**config.mk**
```make
export PLATFORM = sky130hd
export DESIGN_NAME = class_arbiter
export DESIGN_NICKNAME = d
export VERILOG_FILES = /design/src/rtl/class_arbiter.sv
export SDC_FILE = /design/constraint.sdc
export NUM_CORES = 1
export LEC_CHECK = 0
export CAP_MARGIN = 20
export CELL_PAD_IN_SITES_DETAIL_PLACEMENT = 1
export CELL_PAD_IN_SITES_GLOBAL_PLACEMENT = 1
export CORE_UTILIZATION = 50
export CTS_CLUSTER_SIZE = 12
export DETAILED_ROUTE_END_ITERATION = 16
export DONT_BUFFER_PORTS = 1
export PLACE_DENSITY_LB_ADDON = 0.1
export SYNTH_ARGS = -nofsm -noshare
export SYNTH_HDL_FRONTEND = slang
export SYNTH_SLANG_ARGS = --single-unit
```
**constraint.sdc**
```tcl
create_clock -name clk -period 5.9 [get_ports clk]
set_input_delay 1.475 -clock clk [delete_from_list [all_inputs] [get_ports clk]]
set_output_delay 1.475 -clock clk [all_outputs]
set_load 0.02 [all_outputs]
```
**src/rtl/class_arbiter.sv**
```systemverilog
// class_arbiter: weighted round-robin egress scheduler.
// Moves one word at a time from four class FIFOs into a shared output FIFO
// using a fixed IDLE -> POP -> WAIT -> PUSH cycle. Per-class weights set the
// burst length a class may keep before the pointer moves on.
// Optional feature: define STRICT_CLASS0_EN to give class 0 strict priority
// over the weighted round-robin (class 0 grants leave pointer and credit as is).
//
// state  | meaning
// IDLE   | waiting for an eligible class and room in the output FIFO
// POP    | pop pulse issued to the granted class FIFO
// WAIT   | FIFO read latency; capture the word and raise push
// PUSH   | push pulse issued to the output FIFO; return to IDLE
module class_arbiter #(
    parameter int LINE_SIZE   = 12,
    parameter int WEIGHT_BITS = 3
) (
    input  logic                     clk,
    input  logic                     reset,
    input  logic [4*LINE_SIZE-1:0]   data_in,
    input  logic [3:0]               almost_empty_signal,
    input  logic                     almost_full_signal,
    input  logic [4*WEIGHT_BITS-1:0] weight_cfg,
    output logic [3:0]               pop_signal,
    output logic                     push_signal,
    output logic [LINE_SIZE-1:0]     data_out,
    output logic [1:0]               grant,
    output logic                     busy
);

    typedef enum logic [1:0] {
        S_IDLE,
        S_POP,
        S_WAIT,
        S_PUSH
    } state_t;

    state_t                 state;
    logic [1:0]             ptr;
    logic [WEIGHT_BITS-1:0] cnt;

    logic [3:0]             elig;
    logic [1:0]             arb_w;
    logic [1:0]             arb_ptr;
    logic [WEIGHT_BITS-1:0] arb_cnt;
    logic [WEIGHT_BITS-1:0] wsel;
    logic [1:0]             cand;
    logic                   found;

    assign elig = ~almost_empty_signal;

    // Arbitration result for the current IDLE sample: winner plus next pointer/credit.
    always_comb begin
        arb_w   = ptr;
        arb_ptr = ptr;
        arb_cnt = cnt;
        wsel    = '0;
        cand    = '0;
        found   = 1'b0;
        if (elig[ptr] && cnt != '0) begin
            arb_cnt = cnt - 1'b1;
        end else begin
            // Search order ptr+1, ptr+2, ptr+3, ptr; any leftover credit is forfeited.
            for (int i = 1; i <= 4; i++) begin
                cand = ptr + 2'(i);
                if (!found && elig[cand]) begin
                    found = 1'b1;
                    arb_w = cand;
                end
            end
            wsel    = weight_cfg[arb_w*WEIGHT_BITS +: WEIGHT_BITS];
            arb_ptr = arb_w;
            // A weight of 0 behaves like 1, so the new burst credit is max(w,1)-1.
            arb_cnt = (wsel == '0) ? '0 : wsel - 1'b1;
        end
`ifdef STRICT_CLASS0_EN
        if (elig[0]) begin
            arb_w   = 2'd0;
            arb_ptr = ptr;
            arb_cnt = cnt;
        end
`endif
    end

    // Transfer sequencer with registered handshake outputs and arbitration state.
    always_ff @(posedge clk or negedge reset) begin
        if (!reset) begin
            state       <= S_IDLE;
            ptr         <= 2'd3;
            cnt         <= '0;
            pop_signal  <= 4'b0000;
            push_signal <= 1'b0;
            data_out    <= '0;
            grant       <= 2'd0;
            busy        <= 1'b0;
        end else begin
            case (state)
                S_IDLE: begin
                    pop_signal  <= 4'b0000;
                    push_signal <= 1'b0;
                    busy        <= 1'b0;
                    if (!almost_full_signal && (elig != 4'b0000)) begin
                        pop_signal <= 4'b0001 << arb_w;
                        grant      <= arb_w;
                        busy       <= 1'b1;
                        ptr        <= arb_ptr;
                        cnt        <= arb_cnt;
                        state      <= S_POP;
                    end
                end
                S_POP: begin
                    pop_signal <= 4'b0000;
                    state      <= S_WAIT;
                end
                S_WAIT: begin
                    data_out    <= data_in[grant*LINE_SIZE +: LINE_SIZE];
                    push_signal <= 1'b1;
                    state       <= S_PUSH;
                end
                S_PUSH: begin
                    push_signal <= 1'b0;
                    busy        <= 1'b0;
                    state       <= S_IDLE;
                end
                default: begin
                    state <= S_IDLE;
                end
            endcase
        end
    end

endmodule
```
==> results of run 1 <==
[final cells by class]
| type | count | area share, % |
|---|---|---|
| clock buffer | 3 | 1.25 |
| clock inverter | 1 | 0.279 |
| inverter | 9 | 1.88 |
| multi-input combinational | 105 | 55.6 |
| sequential | 27 | 37.7 |
| tap | 46 | 3.20 |
[layout by cell type, fill, tap and decap left out, drive strengths merged, types with 4 or more instances in the layout]
master and instances:
nand3 4, mux2i 11, o21ai 7, dfrtp 25, ha 9, a21oi 5, mux2 14, nand2 10
inv 9, mux4 12, nor2 9
[power breakdown]
| group | switching, W | internal [W] | total (W) |
|---|---|---|---|
| Clock | 0.0000548 | 0.0000254 | 0.0000802 |
| Sequential | 0.000187 | 0.000282 | 0.000469 |
| Combinational | 0.000226 | 0.000256 | 0.000482 |
[kinds of logic (layout without fill, tap and decap cells)]
| logic type | count (synthesis) | after routing | synth area share, % |
|---|---|---|---|
| compound gates | 24 | 24 | 9.49 |
| fa+ha+maj | 9 | 9 | 6.47 |
| simple gates | 35 | 35 | 9.85 |
| buf+inv | 14 | 13 | 3.60 |
| flops | 27 | 27 | 39.0 |
| mux | 37 | 37 | 31.6 |
[flip-flops by register name (all words and copies together), names as in the netlist]
name         cells
pop_signal       4
state            2
busy             1
cnt              3
grant            2
ptr              2
data_out        12
push_signal      1
[worst min-delay path by stage]
| stage | endpoint | slack [ns] | depth (start not counted) |
|---|---|---|---|
| final | cnt[0]$_DFFE_PN0P_ | 0.55 | 1 |
| after global routing | cnt[0]$_DFFE_PN0P_ | 0.57 | 1 |
| after CTS | cnt[0]$_DFFE_PN0P_ | 0.56 | 1 |
| after detailed placement | cnt[0]$_DFFE_PN0P_ | 0.52 | 1 |
| after global placement | cnt[0]$_DFFE_PN0P_ | 0.50 | 1 |
| after floorplan | cnt[0]$_DFFE_PN0P_ | 0.48 | 1 |
[routing by layer]
layer / wire [um] / up-vias / track usage, %
met5: 0 / - / 0
met4: 42 / 0 / 5.84
met3: 349 / 6 / 4.48
met2: 2130 / 54 / 41.6
met1: 1410 / 599 / 25.0
li1: - / 544 / -
[per-stage QoR]
| stage | instances | setup slack [ns] | hold slack (ns) | area [um^2] |
|---|---|---|---|---|
| after global routing | 191 | 2.68 | 0.574 | 1800 |
| after floorplan | 146 | 2.81 | 0.480 | 1740 |
| after CTS | 191 | 2.82 | 0.557 | 1800 |
| final | 191 | 2.81 | 0.555 | 1800 |
| after global placement | 187 | 2.61 | 0.503 | 1770 |
| after detailed placement | 187 | 2.47 | 0.517 | 1770 |
==> Implementation_results.wiki, run 1 <==
{| class="wikitable"
! Metric !! Value
|-
| Remaining DRCs || 0
|-
| CTS resizes || 0
|-
| Worst path depth || 7
|-
| Dominant cell by count in the synthesized netlist || sky130_fd_sc_hd__dfrtp_1
|-
| Layout Area Growth over Synthesis || 3.23%
|-
| Maximum clock insertion buffer count || 2
|-
| Start point of the worst hold path || cnt[0]$_DFFE_PN0P_
|-
| Crit-path slowest cell || sky130_fd_sc_hd__a2111oi_0
|-
| Core Area || between 3000 and 4000 um^2
|-
| Area of the multi-input gates || 1000 um^2
|-
| Core occupancy in the finished layout || 53.8%
|-
| Measured slew at the worst slew-check pin || 0.908 ns
|-
| Top-Level Pins || 87
|-
| Number of clock buffers inserted by TritonCTS || 3
|-
| CTS tree || built
|-
| Clock sinks || 27
|-
| Max Clock Freq || 324 MHz
|-
| Top FF cell, synth || sky130_fd_sc_hd__dfrtp_1
|-
| Final critical path time including I/O delays and setup || 3.09 ns
|-
| First-pass DRT Iterations || 4
|-
| Register area share after synthesis || 39.0%
|-
| Count of buffers from port buffering || 0
|-
| Mapped cell area || between 1500 and 2000 um^2
|-
| Detail Route Antenna Nets || 0
|-
| Via count of the first global-routing pass || roughly 1.3k
|-
| Peak supply drop || 0.000196 V
|-
| Synthesized netlist net count || around 220
|-
| Setup bufs post-CTS || 0
|-
| Clock latency at the later pin of the worst-skew pair || 0.32 ns
|-
| Placer congestion estimate || between 0.7 and 0.8
|-
| Routed WL per cell || 20.6 um
|-
| Fill cell count || 354
|-
| Normalized max-slew margin || 39.5%
|-
| Via count || ~1.2k
|-
| Largest net degree at the start of global routing || 28
|-
| Average instance area after synthesis || 11.9 um^2
|-
| Result of the run || complete, no violations
|-
| Setup TNS after final layout || 0 ns
|-
| Start point of the critical path || almost_empty_signal[1]
|-
| Number of placement rows || 21
|-
| HPWL reported at the end of detailed placement || approximately 3.2 mm
|-
| Count of warnings emitted by yosys || 0
|-
| Cts-stage hold buffer count || 0
|-
| Share of the clock period used by the worst path after layout || 52.3%
|-
| Kind of path behind the tightest hold check || flop to flop
|-
| Grt total ovfl || 0
|-
| Footprint of the flip-flops and latches || 678 um^2
|-
| Per-cell via count in the routed design || 6.30
|-
| N_diodes || 0
|-
| Max stage delay on crit path || 0.57 ns
|-
| Clock input transition at the sequential cells of the worst setup and hold paths || 0.15 ns
|-
| Worst setup endpoint || pop_signal[1]$_DFFE_PN0P_
|-
| Chip height || between 60 and 70 um
|-
| Starting Density || between 50% and 60%
|-
| Library cells used by synthesis || 35
|-
| Final setup violating endpoints || 0
|-
| Clock tree skew after final layout || between 0.005 and 0.006 ns
|-
| Master cell of the clock root buffer || sky130_fd_sc_hd__clkbuf_4
|-
| Share of flip-flops with an asynchronous set or reset after synthesis || 100%
|-
| Worst-path cell chain || and2_1 > a2111oi_0 > nand2b_2 > mux2i_1 > nand2_1 > o2bb2ai_1 > nor2b_1
|-
| Cell count of the worst reg-to-reg path || 7
|-
| First-pass GRT wire length || 5.95 mm
|-
| End of the worst register-to-register path || pop_signal[1]$_DFFE_PN0P_
|-
| Worst Setup Start Kind || input pin
|-
| Data required time at the worst endpoint || between 6 and 7 ns
|-
| Number of nets at the end of the flow || 222
|-
| Area fraction of the dominant cell type after synthesis || 35.9%
|-
| Detailed Route WL || 3.94 mm
|-
| Number of buffers and inverters on the critical path || 0
|-
| Largest fanout on the critical path || 7
|-
| Final Slew Violations || 0
|-
| Fraction of final layout cells sized beyond drive strength 1 || 25.5%
|-
| R2r setup slk || between 3 and 4 ns
|-
| Number of H-tree levels || 1
|-
| Area enclosed by the die boundary || 3720 um^2
|-
| Horizontal die dimension || 61 um
|-
| Crit path arrival time || 3.35 ns
|-
| Element type at the critical path end || flop
|-
| Initial antenna violation count || 0
|-
| Top cells by count, synth || sky130_fd_sc_hd__dfrtp_1 (25), sky130_fd_sc_hd__mux2_2 (14), sky130_fd_sc_hd__mux4_2 (12)
|-
| Count of flip-flops with a built-in enable after synthesis || 0
|-
| Unrepaired setup endpoints after global routing || no
|-
| Total power divided by cell area || 574 nW/um^2
|-
| Register bit total from synthesis || 27
|-
| Synth Instances || 146
|-
| Cell taking the most area after synthesis || sky130_fd_sc_hd__dfrtp_1
|-
| Static power due to leakage || about 0.76 nW
|-
| Synth top area cells || sky130_fd_sc_hd__dfrtp_1 (36%), sky130_fd_sc_hd__mux4_2 (16%), sky130_fd_sc_hd__mux2_2 (9.1%)
|-
| Crit Path Class || input pin to flop
|-
| # Max-Cap Violations || 0
|-
| Start of the worst register-to-register path || ptr[0]$_DFFE_PN1P_
|-
| Final count of hold timing violations || 0
|-
| Final Power || between 0.001 and 0.0015 W
|-
| Critical path's top delay family || simple AND/OR/NAND/NOR gates
|-
| Detailed Route Iter0 Violations || 69
|-
| All-Layer GR Usage || 22.0%
|}
Note: power is estimated with default switching activity, not from simulation.
==> run 2: changes to the inputs <==
CORE_UTILIZATION = 42   (was 50)
clock period = 2.5 ns   (was 5.9 ns; I/O delays follow)
==> run 2 against run 1 <==
Final cell count grew 5.2%; flip-flop and latch count is the same; register-to-register slack lost 3.2 ns; total power grew to 2.5 times the previous value; sequential share of layout area shrank 1.8 points; highest routed layer unchanged; combinational power grew to 2.7 times the previous value; routed wire length grew 0.58%; core utilization shrank 6.7 points.
==> Implementation_results.wiki, run 2 (synthesized netlist as in run 1, its figures left out) <==
{| class="wikitable"
! Metric !! Value
|-
| Worst Setup Start Kind || flop (was input pin)
|-
| Via count || 1,209 (was 1,203)
|-
| Largest net degree at the start of global routing || 28 (unchanged)
|-
| Core Area || 4000 um^2 (was 3340 um^2)
|-
| First-pass GRT wire length || 6.18 mm (was 5.95 mm)
|-
| HPWL reported at the end of detailed placement || 3.25 mm (was 3.20 mm)
|-
| Layout Area Growth over Synthesis || 8.27% (was 3.23%)
|-
| Crit-path slowest cell || sky130_fd_sc_hd__dfstp_2 (was sky130_fd_sc_hd__a2111oi_0)
|-
| Max stage delay on crit path || 0.60 ns (was 0.57 ns)
|-
| Post-route insts no fill || 201 (was 191)
|-
| Crit path arrival time || 2.50 ns (was 3.35 ns)
|-
| Number of clock buffers inserted by TritonCTS || 3 (unchanged)
|-
| Detail Route Antenna Nets || 0 (unchanged)
|-
| Clock tree skew after final layout || 0.00475 ns (was 0.00562 ns)
|-
| Remaining DRCs || 0 (unchanged)
|-
| Via count of the first global-routing pass || 1,324 (was 1,277)
|-
| Final critical path time including I/O delays and setup || roughly 2.3 ns
|-
| Fraction of final layout cells sized beyond drive strength 1 || 30.5% (was 25.5%)
|-
| Number of flip-flops in the largest register || 12 (unchanged)
|-
| Total power divided by cell area || 1370 nW/um^2 (was 574 nW/um^2)
|-
| Max Clock Freq || 428 MHz
|-
| Final count of hold timing violations || 0 (unchanged)
|-
| Count of buffers from port buffering || 0 (unchanged)
|-
| Element type at the critical path end || flop (unchanged)
|-
| Starting Density || 43.5% (was 52.2%)
|-
| Data required time at the worst endpoint || 2.66 ns (was 6.17 ns)
|-
| Number of buffers and inverters on the critical path || 2 (was 0)
|-
| Setup TNS after final layout || 0 ns (unchanged)
|-
| Leading cell type in the layout, fill and taps excluded || sky130_fd_sc_hd__dfrtp_1 (unchanged)
|-
| Top reg by flops || data_out (unchanged)
|-
| Detailed Route WL || 3.96 mm (was 3.94 mm)
|-
| CTS tree || built (unchanged)
|-
| Setup bufs post-CTS || 0 (unchanged)
|-
| Final setup violating endpoints || 0 (unchanged)
|-
| Kind of path behind the tightest hold check || input pin to asynchronous set/reset pin (was flop to flop)
|-
| Number of placement rows || 23 (was 21)
|-
| Unrepaired setup endpoints after global routing || yes (was no)
|-
| Number of nets at the end of the flow || 228 (was 222)
|-
| Share of the clock period used by the worst path after layout || 93.4%
|-
| First-pass DRT Iterations || 4 (unchanged)
|-
| # Max-Cap Violations || 0 (unchanged)
|-
| Largest fanout on the critical path || 7 (unchanged)
|-
| Measured slew at the worst slew-check pin || 0.699 ns (was 0.908 ns)
|-
| Final Slew Violations || 0 (unchanged)
|-
| Clock latency at the later pin of the worst-skew pair || 0.27 ns (was 0.32 ns)
|-
| Per-cell via count in the routed design || 6.01 (was 6.30)
|-
| Clock input transition at the sequential cells of the worst setup and hold paths || 0.09 ns (was 0.15 ns)
|-
| Core occupancy in the finished layout || 47.1% (was 53.8%)
|-
| Placed Cells || 197 (was 187)
|-
| Worst-path cell chain || inv_2 > a2111oi_1 > nand2b_2 > mux2i_1 > buf_4 > nor3_1 > a22o_1 (was and2_1 > a2111oi_0 > nand2b_2 > mux2i_1 > nand2_1 > o2bb2ai_1 > nor2b_1)
|-
| Clock sinks || 27 (unchanged)
|-
| Post-route worst hold slack || 0.0375 ns (was 0.555 ns)
|-
| Peak supply drop || 0.000496 V (was 0.000196 V)
|-
| All-Layer GR Usage || 18.5% (was 22.0%)
|-
| Top-Level Pins || 87 (unchanged)
|-
| Chip height || 66.4 um (was 61 um)
|-
| Detailed Route Iter0 Violations || 35 (was 69)
|-
| Horizontal die dimension || 66.4 um (was 61 um)
|-
| Commonest non-fill, non-tap cells in the layout || sky130_fd_sc_hd__dfrtp_1 (25), sky130_fd_sc_hd__mux2_2 (14), sky130_fd_sc_hd__mux4_2 (12) (unchanged)
|-
| Normalized max-slew margin || 53.4% (was 39.5%)
|-
| Number of H-tree levels || 1 (unchanged)
|-
| N_diodes || 0 (unchanged)
|-
| Placer congestion estimate || 0.896 (was 0.736)
|-
| Grt total ovfl || 0 (unchanged)
|-
| Initial antenna violation count || 0 (unchanged)
|-
| Crit Path Class || flop to flop (was input pin to flop)
|-
| Static power due to leakage || 0.794 nW (was 0.758 nW)
|-
| Top Registers || data_out (12), pop_signal (4), cnt (3) (unchanged)
|-
| Critical path's top delay family || compound AO/OA/AOI/OAI gates (was simple AND/OR/NAND/NOR gates)
|-
| Maximum clock insertion buffer count || 2 (unchanged)
|-
| Area enclosed by the die boundary || 4400 um^2 (was 3720 um^2)
|-
| Result of the run || complete, no violations (unchanged)
|-
| Routed WL per cell || 19.7 um (was 20.6 um)
|-
| Final Power || 0.00258 W (was 0.00103 W)
|-
| Master cell of the clock root buffer || sky130_fd_sc_hd__clkbuf_8 (was sky130_fd_sc_hd__clkbuf_4)
|}
run 2: changes by cell type in the layout (fill, tap and decap cells not counted), sizes merged:
cell,change
clkbuf,+1
clkinv,-1
buf,+6
run 2: where the power goes:
part | internal (W) | total, W | switching [W]
sequential | 0.000668 | 0.00105 | 0.000382
clock | 0.000114 | 0.000245 | 0.000131
combinational | 0.000679 | 0.00129 | 0.000609
run 2: area by class of cell:
| class | instances | area, um^2 |
|---|---|---|
| flip-flops and latches | 27 | 678 |
| repair buffers | 6 | 45.0 |
| inverters | 9 | 33.8 |
| well taps | 50 | 62.6 |
| multi-input cells | 105 | 1020 |
| fillers | 432 | 2120 |
| clock buffers | 4 | 45.0 |
run 2: per-stage QoR:
stage | cell area, um^2 | setup WS (ns)
floorplan | 1740 | 0.261
global placement | 1820 | 0.0546
detailed placement | 1820 | -0.0789
CTS | 1860 | 0.0930
global route | 1880 | -0.0125
finish | 1880 | 0.164
run 2: worst paths after layout:
check / from / to / slack (ns) / depth (start not counted)
worst max-delay path: ptr[0]$_DFFE_PN1P_ / pop_signal[2]$_DFFE_PN0P_ / 0.16 / 7
worst min-delay path: reset / data_out[5]$_DFFE_PN0P_ / 0.04 / 0
worst max register to register: ptr[0]$_DFFE_PN1P_ / pop_signal[2]$_DFFE_PN0P_ / 0.16 / 7
worst min register to register: cnt[0]$_DFFE_PN0P_ / cnt[0]$_DFFE_PN0P_ / 0.54 / 1
max in group asynchronous: reset / ptr[0]$_DFFE_PN1P_ / 2.29 / 0
min in group clk: cnt[0]$_DFFE_PN0P_ / cnt[0]$_DFFE_PN0P_ / 0.54 / 1
run 2: metal layers:
| metal | GRT usage [%] | share of wire (%) |
|---|---|---|
| met1 | 22.9 | 40 |
| met3 | 4.66 | 11 |
| met4 | 5.59 | 1.1 |
| met5 | 0 | 0 |
| met2 | 31.5 | 48 |
run 2: repair_timing:
action | CTS | global route
gates resized for setup | 1 | 5
pin swaps | 0 | 2
endpoints found under the setup margin | 1 | 6
hold buffers | 0 | 0
run 2: worst register-to-register path: cells and delay by family, from the launching register on:
family / cells / cell delay, ns
muxes: 1 / 0.29
buffers and inverters: 2 / 0.25
and+or+nand+nor: 2 / 0.34
AOI/OAI and AO/OA: 2 / 0.74
DFF: 1 / 0.60
==> run 3: changes to the inputs <==
CORE_UTILIZATION = 47   (was 42)
TNS_END_PERCENT = 100   (was default)
clock period = 2.3 ns   (was 2.5 ns; I/O delays follow)
==> run 3 against run 2 <==
Worst setup slack worse by 0.11 ns; worst hold slack better by 0.059 ns; largest cell class unchanged; global-route usage is 5.7 points higher; register-to-register slack worse by 0.11 ns; via count is 6.7% higher; largest power group unchanged; clock-buffer cell count stayed put; fmax is 4.2% higher; total power is 22% higher; non-clock buffer count is 13 higher; critical path depth is 3 higher; critical path type unchanged; flip-flop and latch count stayed put.
==> Implementation_results.wiki, run 3 (synthesized netlist as in run 1, its figures left out) <==
{| class="wikitable"
! Metric !! Value
|-
| Result of the run || complete, no violations (unchanged)
|-
| Leading cell type in the layout, fill and taps excluded || sky130_fd_sc_hd__dfrtp_1 (unchanged)
|-
| Final setup violating endpoints || 0 (unchanged)
|-
| Largest net degree at the start of global routing || 26 (was 28)
|-
| Via count || 1,290 (was 1,209)
|-
| Grt total ovfl || 0 (unchanged)
|-
| Total power divided by cell area || 1540 nW/um^2 (was 1370 nW/um^2)
|-
| Remaining DRCs || 0 (unchanged)
|-
| Commonest non-fill, non-tap cells in the layout || sky130_fd_sc_hd__dfrtp_1 (25), sky130_fd_sc_hd__buf_4 (17), sky130_fd_sc_hd__mux2_2 (14) (was sky130_fd_sc_hd__dfrtp_1 (25), sky130_fd_sc_hd__mux2_2 (14), sky130_fd_sc_hd__mux4_2 (12))
|-
| Initial antenna violation count || 0 (unchanged)
|-
| First-pass DRT Iterations || 4 (unchanged)
|-
| Core Area || 3440 um^2 (was 4000 um^2)
|-
| Max Clock Freq || 446 MHz (was 428 MHz)
|-
| Switching Share || 43.4% (about the same)
|-
| Kind of path behind the tightest hold check || input pin to asynchronous set/reset pin (unchanged)
|-
| Final Power || 0.00314 W (was 0.00258 W)
|-
| Routed WL per cell || 21.3 um (was 19.7 um)
|-
| HPWL reported at the end of detailed placement || 3.29 mm (was 3.25 mm)
|-
| Detailed Route Iter0 Violations || 51 (was 35)
|-
| Pre-CTS setup slack || -0.0937 ns (was -0.0789 ns)
|-
| Number of flip-flops in the largest register || 12 (unchanged)
|-
| Share of the clock period used by the worst path after layout || 97.5% (was 93.4%)
|-
| Clock tree skew after final layout || 0.00734 ns (was 0.00475 ns)
|-
| Normalized max-slew margin || 60.9% (was 53.4%)
|-
| # Max-Cap Violations || 0 (unchanged)
|-
| Clock sinks || 27 (unchanged)
|-
| Power dissipated by switching net loads || 0.00136 W (was 0.00112 W)
|-
| Clock input transition at the sequential cells of the worst setup and hold paths || 0.09 ns (about the same)
|-
| Peak supply drop || 0.000639 V (was 0.000496 V)
|-
| N_diodes || 0 (unchanged)
|-
| Clock latency at the later pin of the worst-skew pair || 0.28 ns (was 0.27 ns)
|-
| Data required time at the worst endpoint || 2.46 ns (was 2.66 ns)
|-
| Via count of the first global-routing pass || 1,435 (was 1,324)
|-
| Top-Level Pins || 87 (unchanged)
|-
| All-Layer GR Usage || 24.2% (was 18.5%)
|-
| Chip height || 62.9 um (was 66.4 um)
|-
| Number of clock buffers inserted by TritonCTS || 3 (unchanged)
|-
| Number of nets at the end of the flow || 241 (was 228)
|-
| Measured slew at the worst slew-check pin || 0.587 ns (was 0.699 ns)
|-
| Number of H-tree levels || 1 (unchanged)
|-
| Layout Area Growth over Synthesis || 16.9% (was 8.27%)
|-
| Unrepaired setup endpoints after global routing || yes (unchanged)
|-
| Horizontal die dimension || 62.9 um (was 66.4 um)
|-
| Fraction of final layout cells sized beyond drive strength 1 || 40.2% (was 30.5%)
|-
| Final worst setup slack || 0.0582 ns (was 0.164 ns)
|-
| Number of placement rows || 21 (was 23)
|-
| Largest fanout on the critical path || 7 (unchanged)
|-
| Top reg by flops || data_out (unchanged)
|-
| Element type at the critical path end || flop (unchanged)
|-
| Crit Path Class || flop to flop (unchanged)
|-
| Starting Density || 50.6% (was 43.5%)
|-
| Combinational cell fraction of total power || 54.8% (was 49.9%)
|-
| Crit path arrival time || 2.40 ns (was 2.50 ns)
|-
| Part of the total power dissipated in sequential elements || 36.5% (was 40.6%)
|-
| Worst Setup Start Kind || flop (unchanged)
|-
| Clock network fraction of design power || 8.7% (was 9.5%)
|-
| Master cell of the clock root buffer || sky130_fd_sc_hd__clkbuf_8 (unchanged)
|-
| Placer congestion estimate || 0.851 (was 0.896)
|-
| Final Slew Violations || 0 (unchanged)
|-
| Maximum clock insertion buffer count || 2 (unchanged)
|-
| Area enclosed by the die boundary || 3950 um^2 (was 4400 um^2)
|-
| Per-cell via count in the routed design || 6.14 (was 6.01)
|-
| Placed Cells || 196 (was 197)
|-
| Detail Route Antenna Nets || 0 (unchanged)
|-
| Count of buffers from port buffering || 0 (unchanged)
|-
| CTS tree || built (unchanged)
|-
| Post-route insts no fill || 210 (was 201)
|-
| Detailed Route WL || 4.47 mm (was 3.96 mm)
|-
| Cell internal pwr || 0.00178 W (was 0.00146 W)
|-
| Final count of hold timing violations || 0 (unchanged)
|-
| Top Registers || data_out (12), pop_signal (4), cnt (3) (unchanged)
|-
| First-pass GRT wire length || 7.26 mm (was 6.18 mm)
|-
| Static power due to leakage || 0.869 nW (was 0.794 nW)
|-
| Final critical path time including I/O delays and setup || 2.24 ns (was 2.34 ns)
|}
==> run 3: worst max-delay path, cell delays in order (launching register included) <==
cell and delay, ns:
sky130_fd_sc_hd__dfstp_2 0.58, sky130_fd_sc_hd__and2_1 0.17, sky130_fd_sc_hd__a21oi_1 0.05, sky130_fd_sc_hd__o221a_1 0.25, sky130_fd_sc_hd__buf_6 0.15, sky130_fd_sc_hd__mux2i_2 0.17, sky130_fd_sc_hd__mux2i_1 0.13, sky130_fd_sc_hd__nor2_2 0.13
sky130_fd_sc_hd__ha_2 0.17, sky130_fd_sc_hd__nor2_1 0.03, sky130_fd_sc_hd__a221o_1 0.29
==> run 3: layout make-up <==
cell class	count	area (um^2)
Fill cell	355	1410
Multi-Input combinational cell	105	1060
Timing Repair Buffer	19	159
Inverter	9	38.8
Tap cell	46	57.6
Clock buffer	4	45.0
Sequential cell	27	678
==> run 3: path summary, 6_finish.rpt <==
kind / startpoint / end / slack, ns / depth (start not counted)
max: ptr[1]$_DFFE_PN1P_ / cnt[0]$_DFFE_PN0P_ / 0.06 / 10
min: reset / push_signal$_DFFE_PN0P_ / 0.1 / 1
max reg2reg: ptr[1]$_DFFE_PN1P_ / cnt[0]$_DFFE_PN0P_ / 0.06 / 10
min reg2reg: cnt[0]$_DFFE_PN0P_ / cnt[0]$_DFFE_PN0P_ / 0.55 / 1
max in group asynchronous: reset / cnt[1]$_DFFE_PN0P_ / 2.05 / 1
min in group clk: cnt[0]$_DFFE_PN0P_ / cnt[0]$_DFFE_PN0P_ / 0.55 / 1
==> run 3: per-layer routing <==
| layer | GRT usage, % | routed length, um |
|---|---|---|
| met1 | 28.9 | 1790 |
| met2 | 43.8 | 2470 |
| met3 | 5.84 | 189 |
| met4 | 4.94 | 19 |
| met5 | 0 | 0 |
==> run 3: per-stage QoR <==
| step | hold WS [ns] | utilization, % | area, um^2 | TNS [ns] |
|---|---|---|---|---|
| 2_1_floorplan | 0.279 | - | 1740 | 0 |
| 3_3_place_gp | 0.280 | 53.4 | 1840 | 0 |
| 3_5_place_dp | 0.280 | 53.4 | 1840 | -0.163 |
| 4_1_cts | 0.104 | 56.9 | 1960 | -0.0203 |
| 5_1_grt | 0.0945 | 59.1 | 2030 | -0.187 |
| 6_report | 0.0966 | 59.1 | 2030 | 0 |
==> run 3: repair_timing <==
action                                  CTS  global route
hold buffers                              1             0
buffers inserted                          6             3
endpoints found under the setup margin    2             9
pin swaps                                 5             5
hold endpoints to repair                 25             0
resized for setup                         4            14
cloned                                    0             0
==> run 3: power by group through the flow <==
| stage | Clock, W | Sequential, W | Combinational, W |
|---|---|---|---|
| 6_report | 0.000273 | 0.00115 | 0.00172 |
| 5_1_grt | 0.000294 | 0.00118 | 0.00189 |
| 4_1_cts | 0.000275 | 0.00115 | 0.00157 |
| 3_5_place_dp | 0 | 0.00116 | 0.00144 |
| 3_3_place_gp | 0 | 0.00114 | 0.00136 |
| 2_1_floorplan | 0 | 0.00109 | 0.00112 |
